$ cat config.mk
export PLATFORM = sky130hd
export DESIGN_NAME = fold_accum
export DESIGN_NICKNAME = d
export VERILOG_FILES = /design/src/rtl/fold_accum_pkg.sv /design/src/rtl/fold_accum_fifo.sv /design/src/rtl/fold_accum.sv
export SDC_FILE = /design/constraint.sdc
export NUM_CORES = 1
export LEC_CHECK = 0
export BUFFER_PORTS_ARGS = -buffer_cell sky130_fd_sc_hd__buf_2
export CELL_PAD_IN_SITES_DETAIL_PLACEMENT = 1
export CELL_PAD_IN_SITES_GLOBAL_PLACEMENT = 1
export CORE_UTILIZATION = 49
export DETAILED_ROUTE_END_ITERATION = 8
export GPL_ROUTABILITY_DRIVEN = 0
export GPL_TIMING_DRIVEN = 0
export PLACE_DENSITY_LB_ADDON = 0.1
export SYNTH_ARGS = -nofsm -noshare
export SYNTH_HDL_FRONTEND = slang
export SYNTH_SLANG_ARGS = --single-unit
$ cat constraint.sdc
create_clock -name clk -period 4.57 [get_ports clk]
set_input_delay 1.1425 -clock clk [delete_from_list [all_inputs] [get_ports clk]]
set_output_delay 1.1425 -clock clk [all_outputs]
set_load 0.05 [all_outputs]
$ cat src/rtl/fold_accum_pkg.sv
// fold_accum_pkg
//   Shared constants, FSM state type and modular-add helper for the
//   folded-residue accumulator (mod 2^13-1).
//   No ports.
package fold_accum_pkg;

    localparam int DATAWIDTH = 16;     // default stream data width
    localparam int MOD_M     = 8191;   // 2^13 - 1
    localparam int MOD_BITS  = 13;
    localparam int CNT_W     = 8;      // per-block sample count width

    typedef enum logic {
        ST_IDLE  = 1'b0,
        ST_ACCUM = 1'b1
    } state_t;

    // (a + b) mod M for a, b already in 0..M-1. A 14-bit sum needs at most
    // one subtraction of M to land back in range.
    function automatic logic [MOD_BITS-1:0] mod_add(input logic [MOD_BITS-1:0] a,
                                                    input logic [MOD_BITS-1:0] b);
        logic [MOD_BITS:0] s;
        s = {1'b0, a} + {1'b0, b};
        if (s >= (MOD_BITS+1)'(MOD_M))
            s = s - (MOD_BITS+1)'(MOD_M);
        return s[MOD_BITS-1:0];
    endfunction

endpackage

$ cat src/rtl/fold_accum_fifo.sv
// fold_accum_fifo
//   Two-entry FIFO holding closed block results.
//   Ports:
//     clk    in      clock
//     reset  in      asynchronous active-low reset
//     push   in      write din this cycle
//     pop    in      remove head this cycle (only meaningful when !empty)
//     din    in  W   entry to write
//     dout   out W   head entry
//     full   out     two entries held
//     empty  out     no entries held
//   A push while full is accepted only if a pop happens in the same cycle;
//   otherwise it is ignored and the contents are left untouched.
module fold_accum_fifo
    import fold_accum_pkg::*;
#(
    parameter int W = MOD_BITS
) (
    input  logic         clk,
    input  logic         reset,
    input  logic         push,
    input  logic         pop,
    input  logic [W-1:0] din,
    output logic [W-1:0] dout,
    output logic         full,
    output logic         empty
);

    logic [W-1:0] mem [2];
    logic         rd_ptr;
    logic         wr_ptr;
    logic [1:0]   count;
    logic         wr_en;
    logic         rd_en;

    assign full  = (count == 2'd2);
    assign empty = (count == 2'd0);
    assign rd_en = pop && !empty;
    // When full, the write slot is the head slot; it is being read out on
    // this same edge, so overwriting it is safe.
    assign wr_en = push && (!full || rd_en);
    assign dout  = mem[rd_ptr];

    always_ff @(posedge clk or negedge reset) begin
        if (!reset) begin
            mem[0] <= '0;
            mem[1] <= '0;
            rd_ptr <= 1'b0;
            wr_ptr <= 1'b0;
            count  <= 2'd0;
        end else begin
            if (wr_en) begin
                mem[wr_ptr] <= din;
                wr_ptr      <= ~wr_ptr;
            end
            if (rd_en)
                rd_ptr <= ~rd_ptr;
            case ({wr_en, rd_en})
                2'b10:   count <= count + 2'd1;
                2'b01:   count <= count - 2'd1;
                default: count <= count;
            endcase
        end
    end

endmodule

$ cat src/rtl/fold_accum.sv
// fold_accum
//   Sink for the folded-residue stream from the mod-8191 fold stage.
//   Canonicalises each sample to 0..8190, sums blocks of BLK samples mod
//   8191 and queues each block sum in a 2-entry output buffer.
//   Ports:
//     clk        in       clock
//     reset      in       asynchronous active-low reset
//     in_e       in  DW   folded value, legal 0..8194
//     in_rdy     in       sample strobe (no backpressure)
//     flush      in       close the current block early
//     out_data   out DW   head block sum, zero-extended from 13 bits
//     out_valid  out      buffer non-empty
//     out_ready  in       downstream accepts head
//     out_cnt    out 8    sample count of head entry (FOLD_ACCUM_CNT_EN only)
//     overflow   out      sticky: a block sum was dropped on a full buffer
//   Build option: define FOLD_ACCUM_CNT_EN to store and expose per-block
//   sample counts.
//
//   state    | meaning
//   ---------+-------------------------------------------
//   ST_IDLE  | no open block, acc = 0, cnt = 0
//   ST_ACCUM | block open, acc/cnt hold the partial sum
module fold_accum
    import fold_accum_pkg::*;
#(
    parameter int DW  = DATAWIDTH,
    parameter int BLK = 4
) (
    input  logic          clk,
    input  logic          reset,
    input  logic [DW-1:0] in_e,
    input  logic          in_rdy,
    input  logic          flush,
    output logic [DW-1:0] out_data,
    output logic          out_valid,
    input  logic          out_ready,
`ifdef FOLD_ACCUM_CNT_EN
    output logic [CNT_W-1:0] out_cnt,
`endif
    output logic          overflow
);

    localparam logic [CNT_W-1:0] LAST_CNT = CNT_W'(BLK - 1);
`ifdef FOLD_ACCUM_CNT_EN
    localparam int FW = MOD_BITS + CNT_W;
`else
    localparam int FW = MOD_BITS;
`endif

    state_t              state_q, state_d;
    logic [MOD_BITS-1:0] acc_q, acc_d;
    logic [CNT_W-1:0]    cnt_q, cnt_d;
    logic [MOD_BITS-1:0] canon;
    logic [MOD_BITS-1:0] sum_in;
    logic [MOD_BITS-1:0] close_val;
    logic                close;
    logic                push;
    logic                pop;
    logic                full;
    logic                empty;
    logic [FW-1:0]       fifo_din;
    logic [FW-1:0]       fifo_dout;

    // Legal inputs above M-1 are at most 8194, so subtracting M in the low
    // 13 bits alone is exact; out-of-contract values just wrap harmlessly.
    assign canon  = (in_e >= DW'(MOD_M)) ? (in_e[MOD_BITS-1:0] - MOD_BITS'(MOD_M))
                                         : in_e[MOD_BITS-1:0];
    assign sum_in = mod_add(acc_q, canon);

    // A sample arriving with the closing condition belongs to the closing block.
    assign close_val = in_rdy ? sum_in : acc_q;

    always_comb begin
        state_d = state_q;
        acc_d   = acc_q;
        cnt_d   = cnt_q;
        close   = 1'b0;
        case (state_q)
            ST_IDLE: begin
                if (in_rdy) begin
                    if ((cnt_q == LAST_CNT) || flush) begin
                        close = 1'b1;
                    end else begin
                        state_d = ST_ACCUM;
                        acc_d   = sum_in;
                        cnt_d   = cnt_q + CNT_W'(1);
                    end
                end
            end
            ST_ACCUM: begin
                if ((in_rdy && (cnt_q == LAST_CNT)) || flush) begin
                    close   = 1'b1;
                    state_d = ST_IDLE;
                    acc_d   = '0;
                    cnt_d   = '0;
                end else if (in_rdy) begin
                    acc_d = sum_in;
                    cnt_d = cnt_q + CNT_W'(1);
                end
            end
            default: begin
                state_d = ST_IDLE;
                acc_d   = '0;
                cnt_d   = '0;
            end
        endcase
    end

    always_ff @(posedge clk or negedge reset) begin
        if (!reset) begin
            state_q <= ST_IDLE;
            acc_q   <= '0;
            cnt_q   <= '0;
        end else begin
            state_q <= state_d;
            acc_q   <= acc_d;
            cnt_q   <= cnt_d;
        end
    end

    assign push = close;
    assign pop  = out_valid && out_ready;

`ifdef FOLD_ACCUM_CNT_EN
    assign fifo_din = {(in_rdy ? cnt_q + CNT_W'(1) : cnt_q), close_val};
    assign out_cnt  = fifo_dout[FW-1:MOD_BITS];
`else
    assign fifo_din = close_val;
`endif

    fold_accum_fifo #(.W(FW)) u_fifo (
        .clk   (clk),
        .reset (reset),
        .push  (push),
        .pop   (pop),
        .din   (fifo_din),
        .dout  (fifo_dout),
        .full  (full),
        .empty (empty)
    );

    assign out_valid = !empty;
    assign out_data  = {{(DW-MOD_BITS){1'b0}}, fifo_dout[MOD_BITS-1:0]};

    always_ff @(posedge clk or negedge reset) begin
        if (!reset)
            overflow <= 1'b0;
        else if (push && full && !pop)
            overflow <= 1'b1;
    end

endmodule

==> results of run 1 <==
per-stage QoR:
step	instance area, µm²	instances	utilization	setup TNS [ps]
after floorplan	4010	458	-	0
after global placement	4310	595	0.555	-24920
after detailed placement	4310	595	0.555	-31340
after CTS	4930	626	0.634	0
synth_stat cells, types with 3 or more instances:
library cell / instances
clkbuf_1: 13
a31oi_1: 6
and2_1: 5
buf_2: 4
o22ai_1: 3
ha_1: 17
nand3_1: 20
o21ai_1: 5
nand2b_1: 9
or3_1: 5
buf_4: 3
nor3b_1: 6
nand4_1: 11
nand2_1: 34
o211ai_1: 6
and3_1: 5
o21ai_0: 25
dfrtp_1: 53
inv_1: 12
xnor2_1: 15
a21o_1: 6
a21oi_1: 20
mux2_2: 17
nor2_1: 56
o2111ai_1: 3
nor4_1: 5
a22o_1: 16
nor2b_1: 8
nor3_1: 9
xor2_1: 15
cell families after synthesis:
group                    count (synthesis)  share of synthesized area
AND/OR/NAND/NOR                        183                      0.231
AO/OA/AOI/OAI                          119                      0.216
flip-flops                              53                      0.335
buffers and inverters                   32                     0.0345
XOR/XNOR                                31                     0.0706
multiplexers                            19                     0.0535
adder cells (fa/ha/maj)                 18                     0.0589
other                                    1                   0.000948
repair_timing:
action                     in CTS
gates resized for setup        72
pin swaps                      37
setup endpoints to repair      39
hold buffers                    0
setup buffers                  24
==> flow_summary.yaml, run 1 <==
synth:
  ys_types: 65
  syn_area_um2: 3950
  synthCells: 456
  synth_area_leaders: "dfrtp_1 (34%), ha_1 (5.4%), nor2_1 (5.3%)"
  synth-seq-cells: 53
  synth_largest_area_cell: "dfrtp_1"
  synth-edff-count: 0
  async_flop_share: 1.00
  avgSynthCellArea_um2: 8.67
  synth_top_cell_area_share: 0.335
  yosysWarnings: 0
  synth_flop_cell: "dfrtp_1"
  seq_area_frac_synth: 0.335
clock_tree:
  cts-root-buf: "clkbuf_8"
  cts_buffer_depth: 2
  h-tree-depth: 2
  clock-sinks: 53
  numCtsBuffers: 5
placement:
  place_hpwl_um: 9120
  pre_cts_ws_ps: -1050
  io_buffers: 35
die:
  start_util: 0.509
  num_rows: 32
  fp.dieH_um: 91.8
  die_w_um: 91.8
  pin_count: 39
sta:
  crit_endpoint: "u_fifo.mem[6]$_DFFE_PN0P_/D"
  worstEndpointType: "register data pin"
run_status:
  stop_stage: "global routing (5_1_grt)"
  outcome: "did not finish"
  firstError: "[ERROR DPL-0033] detailed placement checks failed during check placement."
global_route:
  grt_max_degree: 54
  antenna_found_initial: 0
==> run 2: changes to the inputs <==
--- a/config.mk
+++ b/config.mk
@@ -6,13 +6,11 @@
 export NUM_CORES = 1
 export LEC_CHECK = 0
 export BUFFER_PORTS_ARGS = -buffer_cell sky130_fd_sc_hd__buf_2
-export CELL_PAD_IN_SITES_DETAIL_PLACEMENT = 1
-export CELL_PAD_IN_SITES_GLOBAL_PLACEMENT = 1
-export CORE_UTILIZATION = 49
+export CORE_UTILIZATION = 40
 export DETAILED_ROUTE_END_ITERATION = 8
 export GPL_ROUTABILITY_DRIVEN = 0
 export GPL_TIMING_DRIVEN = 0
-export PLACE_DENSITY_LB_ADDON = 0.1
+export PLACE_DENSITY_LB_ADDON = 0.15
 export SYNTH_ARGS = -nofsm -noshare
 export SYNTH_HDL_FRONTEND = slang
 export SYNTH_SLANG_ARGS = --single-unit
==> run 2 against run 1 <==
  * The run now ends clean
  * Area after synthesis unchanged
  * Synthesized cell count is the same
==> flow_summary.yaml, run 2 <==
layout:
  largest_registers: "u_fifo.mem: 26 flops, acc_q: 13 flops, cnt_q: 8 flops"
  fin_area_um2: 5160
  drive_above_1_share: 0.325
  final_cell_mix: "dfrtp_1 (53), nor2_1 (52), buf_2 (34), nand2_1 (32), buf_4 (30)"
  multiInputGateArea_um2: 2990
  largest_reg_flops: 26
  final_core_util: 0.548
  fill_cells: 865
  final_common_cell: "dfrtp_1"
  regArea_um2: 1330
  n_antenna_cell: 0
  nets: 567
  top_register: "u_fifo.mem"
  area_delta_synth_final_pct: 30.4
  instances_no_fill: 658
synth:
  synth_flop_cell: "dfrtp_1"
  synthCells: 456
  async_flop_share: 1.00
  avgSynthCellArea_um2: 8.67
  synth_top_cell_area_share: 0.335
  yosysMostFrequentCell: "nor2_1"
  synth_area_leaders: "dfrtp_1 (34%), ha_1 (5.4%), nor2_1 (5.3%)"
  ys_types: 65
  synth_largest_area_cell: "dfrtp_1"
  synth-seq-cells: 53
  yosysWarnings: 0
  syn_area_um2: 3950
  seq_area_frac_synth: 0.335
  synth_commonest_cells: "nor2_1 (56), dfrtp_1 (53), nand2_1 (34)"
  synth-edff-count: 0
clock_tree:
  cts_tree: "built"
  cts-root-buf: "clkbuf_8"
  clock-sinks: 53
  numCtsBuffers: 5
  h-tree-depth: 2
  clkTransAtPathRegs_ps: 100
  clk_latency_ps: 310
  cts_buffer_depth: 2
pwr:
  vdd_drop_max_v: 0.000293
  powerDensity_nw_per_um2: 783
  total_leakage_power_nw: 2.19
  p_total_mw: 4.04
placement:
  placed_cells: 622
  dpl_cell_area_um2: 4350
  io_buffers: 35
  place_hpwl_um: 7700
global_route:
  grt_pass1_wl_um: 17100
  grt_max_degree: 54
  antenna_found_initial: 0
  track_usage: 0.213
  grt_pass1_vias: 3472
  grt_overflow: 0
drt:
  drc_errors: 0
  ant_nets: 0
  dr.pass1.iters: 4
  wl_per_cell_um: 16.0
  vias: 3659
  drt-total-wl_um: 10500
  vias_per_cell: 5.56
  drt_iter0_drc: 168
sta:
  skew_ps: 9.71
  post-route-period-util: 0.992
  setup_viol: 0
  rsz0062_at_grt: "yes"
  relSlewSlack: 0.232
  whs_ps: 470
  hold_viol_final: 0
  tightest_slew_ps: 1150
  period_needed_ps: 4530
  slew_violations: 0
  fmax_ghz: 0.221
die:
  start_util: 0.420
  die_w_um: 101
  core_um2: 9420
  die_area_um2: 10300
  num_rows: 35
  pin_count: 39
  fp.dieH_um: 101
worst_setup_path:
  path_class: "in2reg"
  crit_path_start_kind: "input port"
  cp-end-kind: "flip-flop"
  cp_max_fo: 5
  cp_data_arrival_time_ps: 4720
  critPathRequiredTime_ps: 4750
job:
  cap_viol_max_count: 0
run_status:
  outcome: "finished clean"
hold_path:
  hold_class: "reg2reg"
[run 2: cell counts after synthesis]
Identical to the previous run, type by type.
[run 2: per-layer routing]
metal  routed length, µm  track usage  vias up
met2                5090        0.360       80
li1                    -            -     1806
met3                 427       0.0242       14
met4                 127       0.0557        0
met5                   0            0        -
met1                4900        0.289     1759
[run 2: report_power, final]
part           internal [mW]  total, mW  switching (mW)  leakage, nW
registers              0.660      0.827           0.167        0.672
clock network          0.123      0.286           0.162       0.0512
logic                   1.21       2.92            1.71         1.46
[run 2: final timing paths]
path	slack, ps	to	cells after the start	start
hold reg to reg	470	overflow	1	overflow
setup / recovery	40	acc_q[1]	19	in_e[0]
hold / removal	470	overflow	1	overflow
max in group asynchronous	2810	acc_q[6]	1	reset
min in group asynchronous	1050	u_fifo.mem[7]	1	reset
setup reg to reg	1430	acc_q[1]	12	acc_q[0]
[run 2: layout make-up]
cell class / count / area share
Multi-Input combinational cell: 373 / 0.579
Sequential cell: 53 / 0.257
Timing Repair Buffer: 64 / 0.0832
Tap cell: 129 / 0.0313
Buffer: 19 / 0.0218
Clock buffer: 6 / 0.0160
Inverter: 12 / 0.00874
Clock inverter: 2 / 0.00267
[run 2: worst max-delay path: stages]
cell and delay (ps):
buf_8 90, ha_4 150, nand2_4 50, nor4_4 340, a21boi_4 140, nand2b_4 200
nor2_4 130, xor2_2 80, ha_4 310, o211ai_1 170, buf_4 190, o211a_1 210
o211ai_2 230, and4_4 280, nand4_4 130, o31ai_4 320, buf_6 170, mux2i_4 290
o22ai_1 100
[run 2: metrics by stage]
| stage | TNS, ps | setup WS [ps] |
|---|---|---|
| after detailed placement | -26460 | -930 |
| final | 0 | 35.6 |
| after global routing | -1160 | -119 |
| after global placement | -22510 | -834 |
| after floorplan | 0 | 0.390 |
| after CTS | 0 | 2.68 |
[run 2: logic make-up after synthesis]
| family | count (synthesis) | share of synthesized area |
|---|---|---|
| compound gates | 119 | 0.216 |
| xor+xnor | 31 | 0.0706 |
| fa+ha+maj | 18 | 0.0589 |
| buf+inv | 32 | 0.0345 |
| flops | 53 | 0.335 |
| mux | 19 | 0.0535 |
| other cells | 1 | 0.000948 |
| simple gates | 183 | 0.231 |
[run 2: what timing repair did]
item | CTS | global route
setup endpoints to repair | 39 | 37
cloned | 0 | 0
buffers inserted | 21 | 8
gates resized for setup | 65 | 34
pin swaps | 27 | 33
hold buffers | 0 | 0
No activity file was read; power rests on OpenSTA's default activity.
==> run 3: changes to the inputs <==
--- a/config.mk
+++ b/config.mk
@@ -10,7 +10,6 @@
 export DETAILED_ROUTE_END_ITERATION = 8
 export GPL_ROUTABILITY_DRIVEN = 0
 export GPL_TIMING_DRIVEN = 0
-export PLACE_DENSITY_LB_ADDON = 0.15
 export SYNTH_ARGS = -nofsm -noshare
 export SYNTH_HDL_FRONTEND = slang
 export SYNTH_SLANG_ARGS = --single-unit
==> run 3 against run 2 <==
  * The run now ends with negative setup slack left
  * Via count increased by 1.2%
  * Largest power group unchanged
  * Utilization increased by 1.9 points
  * Global-route usage about the same
  * Largest cell class unchanged
  * Combinational power increased by 6%
  * Sequential power about the same
  * Maximum frequency decreased by 1.9%
==> flow_summary.yaml, run 3 (same netlist as run 2, synthesis figures left out) <==
layout:
  largest_registers: "u_fifo.mem: 26 flops, acc_q: 13 flops, cnt_q: 8 flops"
  drive_above_1_share: 0.346
  largest_reg_flops: 26
  fill_cells: 854
  top_register: "u_fifo.mem"
  final_cell_mix: "dfrtp_1 (53), nor2_1 (50), buf_4 (35), nand2_1 (33), buf_2 (32)"
  instances_no_fill: 664
  area_delta_synth_final_pct: 34.9
  nets: 574
  final_common_cell: "dfrtp_1"
  n_antenna_cell: 0
  final_core_util: 0.567
worst_setup_path:
  r2r_start: "acc_q[1]"
  crit_path_start_kind: "input port"
  r2r_setup_slack_ps: 1420
  critPathRequiredTime_ps: 4750
  cp_data_arrival_time_ps: 4810
  rr_worst_depth: 11
  path_class: "in2reg"
  cp-end-kind: "flip-flop"
  cp_max_fo: 5
  r2r_end: "acc_q[1]"
sta:
  hold_viol_final: 0
  rsz0062_at_grt: "yes"
  setup_viol: 7
  post-route-period-util: 1.01
  period_needed_ps: 4620
  tns_ps: -200
  slew_violations: 0
  skew_ps: 9.41
  fmax_ghz: 0.216
  relSlewSlack: 0.242
  fin_ws_ps: -53.3
  tightest_slew_ps: 1140
hold_path:
  min_from: "overflow"
  whs_endpoint: "overflow"
  hold_class: "reg2reg"
  hold_path_depth: 1
pwr:
  sequentialPowerShare: 0.196
  switching_share: 0.497
  total_leakage_power_nw: 2.25
  internal_power_mw: 2.13
  comb_power_share: 0.730
  power.switching_mw: 2.10
  powerDensity_nw_per_um2: 795
  clkPwrFrac: 0.074
  vdd_drop_max_v: 0.000352
drt:
  drt-total-wl_um: 10700
  ant_nets: 0
  wl_per_cell_um: 16.1
  vias_per_cell: 5.58
  drt_iter0_drc: 166
  drc_errors: 0
  vias: 3704
  dr.pass1.iters: 4
die:
  num_rows: 35
  start_util: 0.420
  core_um2: 9420
  die_area_um2: 10300
  pin_count: 39
  fp.dieH_um: 101
  die_w_um: 101
clock_tree:
  clkTransAtPathRegs_ps: 90
  clock-sinks: 53
  cts-root-buf: "clkbuf_8"
  h-tree-depth: 2
  ctsHoldBuffers: 0
  clk_latency_ps: 300
  cts_tree: "built"
  cts_buffer_depth: 2
  numCtsBuffers: 5
global_route:
  grt_pass1_vias: 3483
  grt_overflow: 0
  grt_pass1_wl_um: 17000
  antenna_found_initial: 0
  track_usage: 0.213
  grt_max_degree: 54
placement:
  placed_cells: 622
  io_buffers: 35
  place_hpwl_um: 7690
run_status:
  outcome: "complete, but fails checks"
  violations: "negative setup slack"
job:
  cap_viol_max_count: 0
[run 3: cell types whose count changed in the layout (fill, tap and decap cells not counted), moves of 4 or more]
cell     delta
o21ai_1     +6
buf_4       +5
buf_8       +4
o21ai_0     -4
[run 3: routing by layer]
| metal | part of all wire | vias up | GRT usage |
|---|---|---|---|
| met5 | 0 | - | 0 |
| met1 | 0.46 | 1797 | 0.291 |
| li1 | - | 1816 | - |
| met4 | 0.014 | 0 | 0.0546 |
| met3 | 0.042 | 15 | 0.0262 |
| met2 | 0.49 | 76 | 0.357 |
[run 3: critical path, stage by stage]
cell and delay (ps):
buf_8 80, nand4_1 230, nor4_4 400, a21boi_4 140
nand2b_4 210, nor2_4 130, xor2_2 90, ha_4 320
o211ai_1 90, buf_4 160, buf_6 110, o211a_1 200
o211ai_2 230, and4_4 280, nand4_4 130, o31ai_4 300
buf_6 170, mux2i_4 300, o22ai_2 90
[run 3: stage by stage]
stage               instance area (µm²)  power [mW]  setup slack (ps)  hold WS (ps)
detailed placement                 4350        3.08              -857           447
finish                             5330        4.24             -53.3           466
global route                       5330        4.54              -194           501
floorplan                          4010        2.56             0.390           444
CTS                                4900        3.87             -1.32           468
global placement                   4350        3.02              -814           436
[run 3: final cells by class]
type,instances,area [µm²],area share
inverter,12,45.0,0.00844
multi-input combinational,373,3070,0.576
buffer,18,103,0.0192
sequential,53,1330,0.249
clock inverter,2,35.0,0.00657
clock buffer,5,68.8,0.0129
timing repair buffer,72,524,0.0983
tap,129,161,0.0303
[run 3: power by group through the flow]
stage / clock network [mW] / registers, mW / logic, mW
floorplan: 0 / 0.779 / 1.78
global placement: 0 / 0.822 / 2.20
global route: 0.335 / 0.859 / 3.34
detailed placement: 0 / 0.831 / 2.24
finish: 0.313 / 0.830 / 3.10
CTS: 0.317 / 0.823 / 2.73
[run 3: timing repair]
| action | in CTS | in global routing |
|---|---|---|
| pin swaps | 29 | 41 |
| endpoints found under the setup margin | 39 | 39 |
| gates resized for setup | 64 | 64 |
| hold endpoints to repair | 0 | 0 |
| buffers inserted | 17 | 20 |
[run 3: worst max path at each step]
| stage | to | slack [ps] | start |
|---|---|---|---|
| floorplan | acc_q[1] | 0.4 | in_e[7] |
| global placement | acc_q[1] | -810 | in_e[2] |
| detailed placement | acc_q[1] | -860 | in_e[6] |
| CTS | acc_q[1] | -1 | in_e[0] |
| global route | acc_q[1] | -190 | in_e[3] |
| finish | acc_q[1] | -50 | in_e[3] |
==> run 4: changes to the inputs <==
==> constraint.sdc (replaced) <==
create_clock -name clk -period 4.57 [get_ports clk]
set_input_delay 0.914 -clock clk [delete_from_list [all_inputs] [get_ports clk]]
set_output_delay 0.914 -clock clk [all_outputs]
set_load 0.05 [all_outputs]
==> run 4 against run 3 <==
  * The flow now finishes without violations
  * Combinational power is 13% lower
  * Maximum frequency is 5.5% higher
  * Largest power group unchanged
  * Critical endpoint is now u_fifo.mem[22]
  * Final area is 8.8% lower
==> flow_summary.yaml, run 4 (same netlist as run 2, synthesis figures left out) <==
run_status:
  outcome: "finished clean"
global_route:
  antenna_found_initial: 0
  track_usage: 0.206
  grt_pass1_wl_um: 16700
  grt_max_degree: 54
  grt_overflow: 0
  grt_pass1_vias: 3412
sta:
  post-route-period-util: 0.959
  fmax_ghz: 0.228
  relSlewSlack: 0.236
  skew_ps: 7.64
  period_needed_ps: 4380
  hold_viol_final: 0
  slew_violations: 0
  setup_viol: 0
  tightest_slew_ps: 1150
worst_setup_path:
  slowest_delay_ps: 460
  critPathRequiredTime_ps: 4820
  path_class: "in2reg"
  crit_path_start_kind: "input port"
  cp_slowest_cell: "or3_1"
  crit_chain: "buf_2 > ha_4 > nand2_1 > nor4_4 > a21boi_2 > nor2_2 > nand4_1 > xnor2_1 > ha_1 > buf_4 > o21ai_1 > a21o_1 > o211ai_4 > nand4_1 > or3_1 > or3_1 > o2111ai_1 > a22o_1"
  cp_max_fo: 8
  cp-end-kind: "flip-flop"
  cp_data_arrival_time_ps: 4630
layout:
  nets: 553
  largest_reg_flops: 26
  drive_above_1_share: 0.266
  final_cell_mix: "nor2_1 (53), dfrtp_1 (53), buf_2 (36), nand2_1 (33), o21ai_0 (23)"
  top_register: "u_fifo.mem"
  area_delta_synth_final_pct: 23.0
  instances_no_fill: 644
  n_antenna_cell: 0
  largest_registers: "u_fifo.mem: 26 flops, acc_q: 13 flops, cnt_q: 8 flops"
drt:
  ant_nets: 0
  drt-total-wl_um: 10200
  wl_per_cell_um: 15.8
  vias_per_cell: 5.60
  dr.pass1.iters: 4
  drt_iter0_drc: 239
  vias: 3606
  drc_errors: 0
die:
  num_rows: 35
  fp.dieH_um: 101
  pin_count: 39
  core_um2: 9420
  start_util: 0.420
  die_w_um: 101
  die_area_um2: 10300
clock_tree:
  cts-root-buf: "clkbuf_8"
  cts_tree: "built"
  h-tree-depth: 2
  cts_buffer_depth: 2
  numCtsBuffers: 5
  clk_latency_ps: 310
  clkTransAtPathRegs_ps: 100
  clock-sinks: 53
hold_path:
  hold_class: "reg2reg"
placement:
  placed_cells: 622
  place_hpwl_um: 7700
  io_buffers: 35
job:
  cap_viol_max_count: 0
pwr:
  total_leakage_power_nw: 2.08
  powerDensity_nw_per_um2: 783
  p_total_mw: 3.81
  vdd_drop_max_v: 0.000301
==> run 4: timing repair <==
| item | 4_1_cts | 5_1_grt |
|---|---|---|
| endpoints found under the setup margin | 39 | 39 |
| pin swaps | 6 | 17 |
| resized for setup | 22 | 49 |
| endpoints found under the hold margin | 0 | 0 |
| hold buffers | 0 | 0 |
| buffers inserted | 5 | 10 |
==> run 4: metrics by stage <==
stage / hold WS (ps) / TNS [ps] / area (µm²) / utilization / setup slack, ps
floorplan: 444 / 0 / 3960 / - / 26.9
global placement: 435 / -25930 / 4300 / 0.456 / -883
detailed placement: 458 / -29700 / 4300 / 0.456 / -946
CTS: 478 / 0 / 4540 / 0.482 / 6.00
global route: 503 / -68.4 / 4860 / 0.517 / -32.9
finish: 472 / 0 / 4860 / 0.517 / 186
==> run 4: final timing paths <==
kind,start,cells after the start,endpoint,slack [ps]
hold reg to reg,overflow,1,overflow,470
max in group asynchronous,reset,1,cnt_q[7],3040
min in group asynchronous,reset,1,u_fifo.mem[10],820
hold / removal,overflow,1,overflow,470
setup / recovery,in_e[0],18,u_fifo.mem[22],190
setup reg to reg,acc_q[0],11,u_fifo.mem[22],1360
==> run 4: report_power, final <==
group,internal [mW],leakage (nW),switching [mW]
clock network,0.109,0.0445,0.163
logic,1.07,1.36,1.64
registers,0.660,0.672,0.169
==> run 4: area by class of cell <==
class	count	area [µm²]
Sequential cell	53	1330
Multi-Input combinational cell	373	2840
Inverter	12	45.0
Clock inverter	3	21.3
Clock buffer	5	68.8
Fill cell	883	4550
Timing Repair Buffer	50	300
Tap cell	129	161
Buffer	19	100
==> run 4: worst max-delay path, delay by kind of cell <==
family                     cells  cell delay [ps]
and+or+nand+nor                7             1750
AOI/OAI and AO/OA              6             1040
adders and majority gates      2              440
buffers and inverters          2              320
xor gates and xnor gates       1              160
==> run 4: layer usage <==
metal	global-route usage	routed length (µm)	up-vias
met4	0.0446	142	0
met3	0.0262	364	11
li1	-	-	1783
met2	0.341	4740	80
met5	0	0	-
met1	0.287	4920	1732
